## src/rtl/telemetry_mon.sv

```systemverilog
// eBike telemetry receiver: 8N1 UART front end plus a framing FSM that
// decodes AA 55 BATT CURR TORQUE packets into three 12-bit readings.
module telemetry_mon #(
    parameter int BAUD_DIV = 2604,
    parameter int HALF_DIV = BAUD_DIV / 2
) (
    input  logic        clk,
    input  logic        rst,
    input  logic        RX,
    output logic [11:0] BATT_TX,
    output logic [11:0] CURR_TX,
    output logic [11:0] TORQUE_TX,
    output logic        vld_TX,
    output logic        frm_err,
    output logic [7:0]  pkt_cnt
);

    localparam logic [11:0] LP_BAUD = 12'(BAUD_DIV);
    localparam logic [11:0] LP_HALF = 12'(HALF_DIV);

    typedef enum logic [1:0] {U_IDLE, U_START, U_DATA, U_STOP} uart_state_t;
    typedef enum logic [1:0] {P_SYNC1, P_SYNC2, P_PAYLOAD} pkt_state_t;

    uart_state_t r_ustate;
    pkt_state_t  r_pstate;

    logic        r_rx_meta, r_rx_sync, r_rx_prev;
    logic [11:0] r_timer;
    logic [2:0]  r_bit_cnt;
    logic [7:0]  r_shift;
    logic        r_byte_rdy, r_stop_err;

    logic [2:0]  r_idx;
    logic [7:0]  r_shadow [0:4];
    logic [11:0] r_batt, r_curr, r_torque;
    logic        r_vld, r_ferr;
    logic [7:0]  r_pkt_cnt;

    logic w_fall, w_tick, w_hi_bad;

    // Synchronizer presets to the idle-high line level so reset never fakes a start bit.
    // NOTE: sequential state uses <= so every flop sees pre-edge values of the others.
    always_ff @(posedge clk or posedge rst) begin
        if (rst) begin
            r_rx_meta <= 1'b1;
            r_rx_sync <= 1'b1;
            r_rx_prev <= 1'b1;
        end else begin
            r_rx_meta <= RX;
            r_rx_sync <= r_rx_meta;
            r_rx_prev <= r_rx_sync;
        end
    end

    assign w_fall   = r_rx_prev & ~r_rx_sync;
    assign w_tick   = (r_timer == 12'd1);
    // Even payload indices carry the hi byte, whose upper nibble must be zero.
    assign w_hi_bad = ~r_idx[0] & (r_shift[7:4] != 4'h0);

    always_ff @(posedge clk or posedge rst) begin
        if (rst) begin
            r_ustate   <= U_IDLE;
            r_timer    <= 12'd0;
            r_bit_cnt  <= 3'd0;
            r_shift    <= 8'd0;
            r_byte_rdy <= 1'b0;
            r_stop_err <= 1'b0;
        end else begin
            r_byte_rdy <= 1'b0;
            r_stop_err <= 1'b0;
            case (r_ustate)
                U_IDLE: begin
                    if (w_fall) begin
                        r_timer  <= LP_HALF;
                        r_ustate <= U_START;
                    end
                end
                U_START: begin
                    if (w_tick) begin
                        if (!r_rx_sync) begin
                            r_timer   <= LP_BAUD;
                            r_bit_cnt <= 3'd0;
                            r_ustate  <= U_DATA;
                        end else begin
                            r_ustate  <= U_IDLE;
                        end
                    end else begin
                        r_timer <= r_timer - 12'd1;
                    end
                end
                U_DATA: begin
                    if (w_tick) begin
                        r_shift <= {r_rx_sync, r_shift[7:1]};
                        r_timer <= LP_BAUD;
                        if (r_bit_cnt == 3'd7) r_ustate  <= U_STOP;
                        else                   r_bit_cnt <= r_bit_cnt + 3'd1;
                    end else begin
                        r_timer <= r_timer - 12'd1;
                    end
                end
                U_STOP: begin
                    if (w_tick) begin
                        if (r_rx_sync) r_byte_rdy <= 1'b1;
                        else           r_stop_err <= 1'b1;
                        r_ustate <= U_IDLE;
                    end else begin
                        r_timer <= r_timer - 12'd1;
                    end
                end
                default: r_ustate <= U_IDLE;
            endcase
        end
    end

    // NOTE: the shadow buffer has no reset; every entry is rewritten before a packet can commit.
    always_ff @(posedge clk) begin
        if (r_byte_rdy && r_pstate == P_PAYLOAD && r_idx < 3'd5)
            r_shadow[r_idx] <= r_shift;
    end

    always_ff @(posedge clk or posedge rst) begin
        if (rst) begin
            r_pstate  <= P_SYNC1;
            r_idx     <= 3'd0;
            r_batt    <= 12'd0;
            r_curr    <= 12'd0;
            r_torque  <= 12'd0;
            r_vld     <= 1'b0;
            r_ferr    <= 1'b0;
            r_pkt_cnt <= 8'd0;
        end else begin
            r_vld  <= 1'b0;
            r_ferr <= 1'b0;
            if (r_stop_err) begin
                r_ferr   <= 1'b1;
                r_pstate <= P_SYNC1;
            end else if (r_byte_rdy) begin
                case (r_pstate)
                    P_SYNC1: begin
                        if (r_shift == 8'hAA) r_pstate <= P_SYNC2;
                    end
                    P_SYNC2: begin
                        if (r_shift == 8'h55) begin
                            r_pstate <= P_PAYLOAD;
                            r_idx    <= 3'd0;
                        end else if (r_shift != 8'hAA) begin
                            r_pstate <= P_SYNC1;
                        end
                    end
                    P_PAYLOAD: begin
                        if (w_hi_bad) begin
                            r_ferr   <= 1'b1;
                            r_pstate <= P_SYNC1;
                        end else if (r_idx == 3'd5) begin
                            // Last byte goes straight to the outputs; the rest come from the shadow.
                            r_batt    <= {r_shadow[0][3:0], r_shadow[1]};
                            r_curr    <= {r_shadow[2][3:0], r_shadow[3]};
                            r_torque  <= {r_shadow[4][3:0], r_shift};
                            r_vld     <= 1'b1;
                            r_pkt_cnt <= r_pkt_cnt + 8'd1;
                            r_pstate  <= P_SYNC1;
                        end else begin
                            r_idx <= r_idx + 3'd1;
                        end
                    end
                    default: r_pstate <= P_SYNC1;
                endcase
            end
        end
    end

    assign BATT_TX   = r_batt;
    assign CURR_TX   = r_curr;
    assign TORQUE_TX = r_torque;
    assign vld_TX    = r_vld;
    assign frm_err   = r_ferr;
    assign pkt_cnt   = r_pkt_cnt;

endmodule

```

## config.mk

```make
export PLATFORM = sky130hd
export DESIGN_NAME = telemetry_mon
export DESIGN_NICKNAME = d
export VERILOG_FILES = /design/src/rtl/telemetry_mon.sv
export SDC_FILE = /design/constraint.sdc
export NUM_CORES = 1
export LEC_CHECK = 0
export CAP_MARGIN = 20
export CORE_MARGIN = 1
export CORE_UTILIZATION = 40
export DETAILED_ROUTE_END_ITERATION = 6
export DONT_BUFFER_PORTS = 1
export GPL_TIMING_DRIVEN = 0
export PLACE_DENSITY = 0.58
export SYNTH_ARGS = -nofsm -noshare
export SYNTH_HDL_FRONTEND = slang
export SYNTH_SLANG_ARGS = --single-unit
```

## constraint.sdc

```tcl
create_clock -name clk -period 5 [get_ports clk]
set_input_delay 0.5 -clock clk [delete_from_list [all_inputs] [get_ports clk]]
set_output_delay 0.5 -clock clk [all_outputs]
set_load 0.02 [all_outputs]
```

==> metrics.md, run 1 <==
| Metric | Value |
|---|---|
| Initial Utilization | `between 40% and 50%` |
| Root Driver | `clkbuf_16` |
| RSZ-0062 raised after global routing | `false` |
| CP Buf/Inv Count | `1` |
| CTS Buffer Depth | `2` |
| Largest cells by area after synthesis | `dfrtp_1 (42%), edfxtp_1 (18%), mux2_2 (11%), ha_1 (3.2%), dfstp_2 (1.7%)` |
| DRT Pass-1 Iters | `4` |
| Final Skew | `roughly 0.0090 ns` |
| Most frequent cells after synthesis | `dfrtp_1 (78), mux2_2 (45), edfxtp_1 (28)` |
| Main combinational cell family by area after synthesis | `multiplexers` |
| Fin crit period | `2.25 ns` |
| Synth Area in Adders | `around 3.2%` |
| Synth top area share | `approximately two fifths` |
| Setup Buffers After CTS | `0` |
| Post-synthesis average cell area | `between 10 and 15 sq um` |
| FMAX | `0.444 GHz` |
| Routed vias/inst | `5.55` |
| Die area | `12200 sq um` |
| Post-Synth XOR/XNOR Area | `under 10%` |
| Port Buf Inserts | `0` |
| Synth async-reset ratio | `approximately three quarters` |
| Synth cell types | `60` |
| Max stage delay cell, worst path | `nor4_1` |
| Clk Latency, worst-skew pair | `~0.35 ns` |
| Inserted Clock Buffers | `9` |
| Final HPWL from detailed placement | `~5900 um` |
| Critical path required time | `between 5 and 6 ns` |
| Post-Route Setup TNS | `0 ns` |
| Vias in the first global route | `roughly 2800` |
| Number of synthesized flops with an enable pin | `28` |
| Worst EP arrival | `approximately 2.5 ns` |
| Most frequent cell after synthesis | `dfrtp_1` |
| Fin crit share | `about 45%` |
| CTS clk-pin slew, worst paths | `about 0.070 ns` |
| Layout cells sized above 1 | `22.5%` |
| Fillers | `1030` |
| Slew Limit Fails | `0` |
| Core outline area | `around 11000 sq um` |
| Total Routing Usage GR | `between 15 and 20%` |
| Worst-path cell chain | `nor4_1 -> o211ai_1 -> buf_2 -> mux2_2` |
| Crit-path leading delay family | `simple AND/OR/NAND/NOR gates` |
| Area delta synth->final | `11.7%` |
| Setup-failing EPs final | `0` |
| Antenna fix cells | `0` |
| Pin count of the biggest net entering global routing | `67` |
| Wire length per cell | `around 17 um` |
| Fraction of synthesized area in multiplexers | `a little under an eighth` |
| Syn_nets | `360` |
| Antenna violations before repair | `0` |
| Area leader, netlist | `dfrtp_1` |
| Max_cap viols | `0` |
| TritonCTS clock tree | `done` |
| Nets | `374` |
| Gpl congestion | `~0.85` |
| Worst slew margin | `37.2%` |
| Power density over the cells | `453 nW/um^2` |
| Die Height | `between 100 and 150 um` |
| Seq/Total Area, Yosys | `~60%` |
| Max incr delay on CP | `approximately 0.60 ns` |
| First-pass GRT wire length | `13800 um` |
| Hold violation count in the final report | `0` |
| Post-synthesis compound-gate area fraction | `between 8 and 9%` |
| I/O pin count | `49` |
| Drt drc | `0` |
| CP startpoint kind | `register` |
| Remaining Overflow, GRT | `0` |
| CTS sink cnt | `between 100 and 150` |
| Yosys warnings | `0` |
| DR iter-0 viols | `117` |
| Setup crit end kind | `register` |
| H-tree depth | `3` |
| Chip width | `110 um` |
| Dominant synthesized flop cell | `dfrtp_1` |
| Synth Area in Simple Gates | `about 11%` |
| Hold Crit Class | `input pin to register` |
| Setup Crit Path Kind | `register to register` |
| Leakage Power | `approximately 0.0024 uW` |
| VDD IR max | `around 0.00038 V` |
| Outcome | `completed` |
| Crit Path Max Fanout | `10` |
| Overall routed net length | `about 8500 um` |
| FP Rows | `39` |
| Remaining antenna violation count after routing | `0` |
| Worst-margin pin slew | `between 0.9 and 1 ns` |
| Mapped Cells | `about 350` |
| Via Count | `~2800` |
| Synthesized cell area | `roughly 4700 sq um` |
| Yosys reg bits | `between 100 and 150` |
| Hold slack | `around 0.15 ns` |
sequential cells by signal (all words and copies together), names as in the netlist, named ones only:
name,cells
r_shadow,28
BATT_TX,12
CURR_TX,12
TORQUE_TX,12
r_timer,12
pkt_cnt,8
r_shift,8
r_bit_cnt,3
r_idx,3
r_pstate,2
frm_err,1
r_byte_rdy,1
r_rx_meta,1
r_rx_prev,1
r_rx_sync,1
r_stop_err,1
r_ustate,1
vld_TX,1
worst register-to-register path: cells and delay by family, from the launching register on:
kind / cells / cell delay (ns)
muxes: 1 / 0.30
and+or+nand+nor: 1 / 0.60
buffers and inverters: 1 / 0.34
DFF: 1 / 0.47
AOI/OAI and AO/OA: 1 / 0.44
where the power goes:
part,switching [uW],internal [uW]
clock network,325,446
registers,71.5,965
logic,338,228
worst paths after layout:
kind	startpoint	end	slack, ns	depth (start not counted)
worst max-delay path	r_shift[5]$_DFFE_PP0P_	TORQUE_TX[9]$_DFFE_PP0P_	2.75	4
worst min-delay path	RX	r_rx_meta$_DFF_PP1_	0.15	0
worst max register to register	r_shift[5]$_DFFE_PP0P_	TORQUE_TX[9]$_DFFE_PP0P_	2.75	4
worst min register to register	r_rx_meta$_DFF_PP1_	r_rx_sync$_DFF_PP1_	0.36	0
max in group asynchronous	rst	r_rx_prev$_DFF_PP1_	3.80	3
min in group asynchronous	rst	r_timer[0]$_DFFE_PP0P_	0.56	2
area by class of cell:
| type | instances | area (sq um) | area share [%] |
|---|---|---|---|
| Inverter | 16 | 62.6 | 1.19 |
| Timing Repair Buffer | 3 | 42.5 | 0.812 |
| Clock buffer | 9 | 225 | 4.30 |
| Buffer | 13 | 72.6 | 1.38 |
| Clock inverter | 7 | 101 | 1.93 |
| Tap cell | 143 | 179 | 3.41 |
| Multi-Input combinational cell | 207 | 1690 | 32.2 |
| Sequential cell | 109 | 2870 | 54.8 |
metal layers:
metal	track usage, %	up-vias	routed length, um
met2	24.0	60	4150
met5	0	-	0
met1	19.3	1415	3810
met4	7.61	0	160
met3	3.88	14	393
li1	-	1326	-
through the flow:
step | setup WS (ns) | area, sq um | instances | total power, uW | util (%)
5_1_grt | 2.55 | 5240 | 507 | 2510 | 45.9
6_report | 2.75 | 5240 | 507 | 2370 | 45.9
3_3_place_gp | 1.49 | 4870 | 488 | 1590 | 42.6
3_5_place_dp | 2.71 | 4900 | 490 | 1610 | 43.0
4_1_cts | 2.69 | 5240 | 507 | 2390 | 45.9
2_1_floorplan | 2.42 | 4690 | 345 | 1480 | -
cells in the final DEF (no fill, tap or decap), types with 6 or more instances in the layout:
cell       instances
ha_1              12
nor2_1            12
edfxtp_1          28
dfrtp_1           78
clkbuf_16          9
nand4_1            8
nand2_1            6
a211oi_1           6
nor3_1             7
xor2_1             6
inv_1             15
nand3_1            7
o21ai_0           13
mux2_2            45
repair_timing:
action / in CTS / in global routing
hold endpoints to repair: 15 / 0
resized for setup: 0 / 0
hold buffers: 1 / 0
setup endpoints to repair: 0 / 0
cells by family (layout without fill, tap and decap cells):
family | after synthesis | after routing
flip-flops | 109 | 109
AND/OR/NAND/NOR | 80 | 80
AO/OA/AOI/OAI | 60 | 60
multiplexers | 48 | 48
buffers and inverters | 29 | 48
adder cells (fa/ha/maj) | 12 | 12
XOR/XNOR | 7 | 7
(Power assumes the default switching activity.)
==> run 2, diff against run 1 <==
--- a/config.mk
+++ b/config.mk
@@ -5,6 +5,7 @@
 export SDC_FILE = /design/constraint.sdc
 export NUM_CORES = 1
 export LEC_CHECK = 0
+export ABC_AREA = 1
 export CAP_MARGIN = 20
 export CORE_MARGIN = 1
 export CORE_UTILIZATION = 40
==> constraint.sdc (replaced) <==
create_clock -name clk -period 2.24 [get_ports clk]
set_input_delay 0.224 -clock clk [delete_from_list [all_inputs] [get_ports clk]]
set_output_delay 0.224 -clock clk [all_outputs]
set_load 0.02 [all_outputs]
==> metrics.md, run 2 <==
| Metric | Value |
|---|---|
| Inserted Clock Buffers | `9 (unchanged)` |
| Final core utilization | `46.0% (was 45.9%)` |
| Setup crit end kind | `register (unchanged)` |
| Max_cap viols | `0 (unchanged)` |
| Final HPWL from detailed placement | `6560 um (was 5870 um)` |
| Total Routing Usage GR | `16.3% (was 15.2%)` |
| Synth top area share | `41.1% (was 41.6%)` |
| Multi-input gate area | `1640 sq um (was 1690 sq um)` |
| DR iter-0 viols | `240 (was 117)` |
| Max stage delay cell, worst path | `nor4_2 (was nor4_1)` |
| Fillers | `1131 (was 1030)` |
| Largest cells by area after synthesis | `dfrtp_1 (41%), edfxtp_1 (18%), nand2_1 (16%), inv_1 (3.3%), ha_1 (3.2%) (was dfrtp_1 (42%), edfxtp_1 (18%), mux2_2 (11%), ha_1 (3.2%), dfstp_2 (1.7%))` |
| Remaining Overflow, GRT | `0 (unchanged)` |
| Overall routed net length | `8990 um (was 8510 um)` |
| Most frequent cells after synthesis | `nand2_1 (197), dfrtp_1 (78), inv_1 (42) (was dfrtp_1 (78), mux2_2 (45), edfxtp_1 (28))` |
| Vias in the first global route | `3276 (was 2761)` |
| Number of synthesized flops with an enable pin | `28 (unchanged)` |
| Fin crit share | `82.3% (was 45.1%)` |
| Die area | `12300 sq um (was 12200 sq um)` |
| Critical path required time | `2.21 ns (was 5.23 ns)` |
| CTS Buffer Depth | `2 (unchanged)` |
| Slew Limit Fails | `0 (unchanged)` |
| Wire length per cell | `13.3 um (was 16.8 um)` |
| First-pass GRT wire length | `15900 um (was 13800 um)` |
| PostCTS Resize Cnt | `0 (unchanged)` |
| RSZ-0062 raised after global routing | `false (unchanged)` |
| Setup Crit Path Kind | `register to register (unchanged)` |
| Worst slew margin | `35.8% (was 37.2%)` |
| Leakage Power | `0.00251 uW (was 0.00238 uW)` |
| TritonCTS clock tree | `done (unchanged)` |
| Synth async-reset ratio | `74.3% (unchanged)` |
| FMAX | `0.543 GHz (was 0.444 GHz)` |
| Worst-margin pin slew | `0.956 ns (was 0.929 ns)` |
| Design area | `5300 sq um (was 5240 sq um)` |
| Post-synthesis average cell area | `9.26 sq um (was 13.6 sq um)` |
| Layout cells sized above 1 | `9.55% (was 22.5%)` |
| DRT Pass-1 Iters | `7 (was 4)` |
| Yosys warnings | `0 (unchanged)` |
| Most frequent cell after synthesis | `nand2_1 (was dfrtp_1)` |
| Gpl congestion | `0.865 (was 0.848)` |
| Fin crit period | `1.84 ns (was 2.25 ns)` |
| Max incr delay on CP | `0.87 ns (was 0.60 ns)` |
| Commonest non-fill, non-tap cell in the layout | `nand2_1 (was dfrtp_1)` |
| Post-Layout Cell Count | `677 (was 507)` |
| Synth cell types | `29 (was 60)` |
| I/O pin count | `49 (unchanged)` |
| Hold violation count in the final report | `0 (unchanged)` |
| Root Driver | `clkbuf_16 (unchanged)` |
| Clk Latency, worst-skew pair | `0.34 ns (was 0.35 ns)` |
| Worst-path cell chain | `inv_1 -> nor4_2 (was nor4_1 -> o211ai_1 -> buf_2 -> mux2_2)` |
| Yosys reg bits | `109 (unchanged)` |
| Area of placed instances | `4990 sq um (was 4900 sq um)` |
| Drt drc | `14 (was 0)` |
| CTS clk-pin slew, worst paths | `0.07 ns (about the same)` |
| Via Count | `3293 (was 2815)` |
| Area leader, netlist | `dfrtp_1 (unchanged)` |
| Setup-failing EPs final | `0 (unchanged)` |
| Initial Utilization | `41.3% (was 41.1%)` |
| Core outline area | `11500 sq um (was 11400 sq um)` |
| CP startpoint kind | `register (unchanged)` |
| Routed vias/inst | `4.86 (was 5.55)` |
| Most frequent cells in the layout | `nand2_1 (197), dfrtp_1 (78), inv_1 (41) (was dfrtp_1 (78), mux2_2 (45), edfxtp_1 (28))` |
| Hold Crit Class | `input pin to asynchronous set/reset pin (was input pin to register)` |
| H-tree depth | `3 (unchanged)` |
| CTS sink cnt | `109 (unchanged)` |
| Max FFs per register | `28 (unchanged)` |
| Failing checks | `DRC` |
| VDD IR max | `0.000603 V (was 0.000377 V)` |
| Register area | `2870 sq um (unchanged)` |
| FP Rows | `39 (unchanged)` |
| Power density over the cells | `857 nW/um^2 (was 453 nW/um^2)` |
| Outcome | `finished with violations (was completed)` |
| Area delta synth->final | `11.5% (was 11.7%)` |
| Chip width | `111 um (was 110 um)` |
| Antenna violations before repair | `0 (unchanged)` |
| Port Buf Inserts | `0 (unchanged)` |
| Crit Path Max Fanout | `8 (was 10)` |
| Seq/Total Area, Yosys | `60.4% (was 61.2%)` |
| Top reg by flops | `r_shadow (unchanged)` |
| Pin count of the biggest net entering global routing | `40 (was 67)` |
| Remaining antenna violation count after routing | `0 (unchanged)` |
| Mapped Cells | `513 (was 345)` |
| Antenna fix cells | `0 (unchanged)` |
| Die Height | `111 um (was 110 um)` |
| Syn_nets | `528 (was 360)` |
| Placed Instances | `659 (was 490)` |
| Final Skew | `0.00719 ns (was 0.00903 ns)` |
| Nets | `544 (was 374)` |
| Synthesized cell area | `4750 sq um (was 4690 sq um)` |
| Worst EP arrival | `1.82 ns (was 2.49 ns)` |
| Dominant synthesized flop cell | `dfrtp_1 (unchanged)` |
[run 2: cell families after synthesis]
| kind of cell | synth area share (%) |
|---|---|
| and+or+nand+nor | 25.0 |
| xor gates and xnor gates | 1.84 |
| AOI/OAI and AO/OA | 4.24 |
| buffers and inverters | 5.35 |
| adders and majority gates | 3.16 |
| DFF | 60.4 |
[run 2: what timing repair did]
item / CTS / global route
hold buffers: 2 / 0
buffers inserted: 0 / 0
hold endpoints to repair: 14 / 0
[run 2: layer usage]
metal	track usage, %	vias to the layer above	routed length [um]
li1	-	1671	-
met1	19.7	1558	4050
met2	27.6	60	4410
met3	4.76	4	449
met4	5.84	0	76
met5	0	-	0
[run 2: final cells by class]
type	instances	share of cell area (%)
plain buffers	10	1.44
clock buffers	9	4.25
clock inverters	7	1.11
inverters	47	3.42
multi-input cells	347	30.9
flip-flops and latches	109	54.2
well taps	143	3.38
repair buffers	5	1.28
[run 2: through the flow]
stage	worst slack [ns]	TNS, ns	hold WS, ns	power [uW]
floorplan	0.375	0	0.228	2870
global placement	-0.227	-1.82	0.229	3040
detailed placement	0.396	0	0.109	3070
CTS	0.379	0	0.344	4590
global route	0.209	0	0.363	4820
finish	0.397	0	0.350	4540
[run 2: critical path: cells and delay by family, from the launching register on]
kind | cells | cell delay (ns)
and+or+nand+nor | 1 | 0.87
DFF | 1 | 0.44
buffers and inverters | 1 | 0.16
[run 2: path summary, 6_finish.rpt]
check	startpoint	endpoint	slack, ns	depth (start not counted)
max	r_idx[0]$_DFFE_PP0P_	r_shadow[1][3]$_DFFE_PP_	0.40	2
min	rst	asynchronous set/reset pin	0.35	2
max reg2reg	r_idx[0]$_DFFE_PP0P_	r_shadow[1][3]$_DFFE_PP_	0.40	2
min reg2reg	r_rx_meta$_DFF_PP1_	r_rx_sync$_DFF_PP1_	0.36	0
max in group asynchronous	rst	TORQUE_TX[9]$_DFFE_PP0P_	1.17	4
min in group clk	r_rx_meta$_DFF_PP1_	r_rx_sync$_DFF_PP1_	0.36	0
[run 2: report_power, final]
| part | switching, uW | total, uW | internal [uW] |
|---|---|---|---|
| clock network | 737 | 1510 | 774 |
| logic | 571 | 836 | 264 |
| registers | 79.3 | 2190 | 2110 |
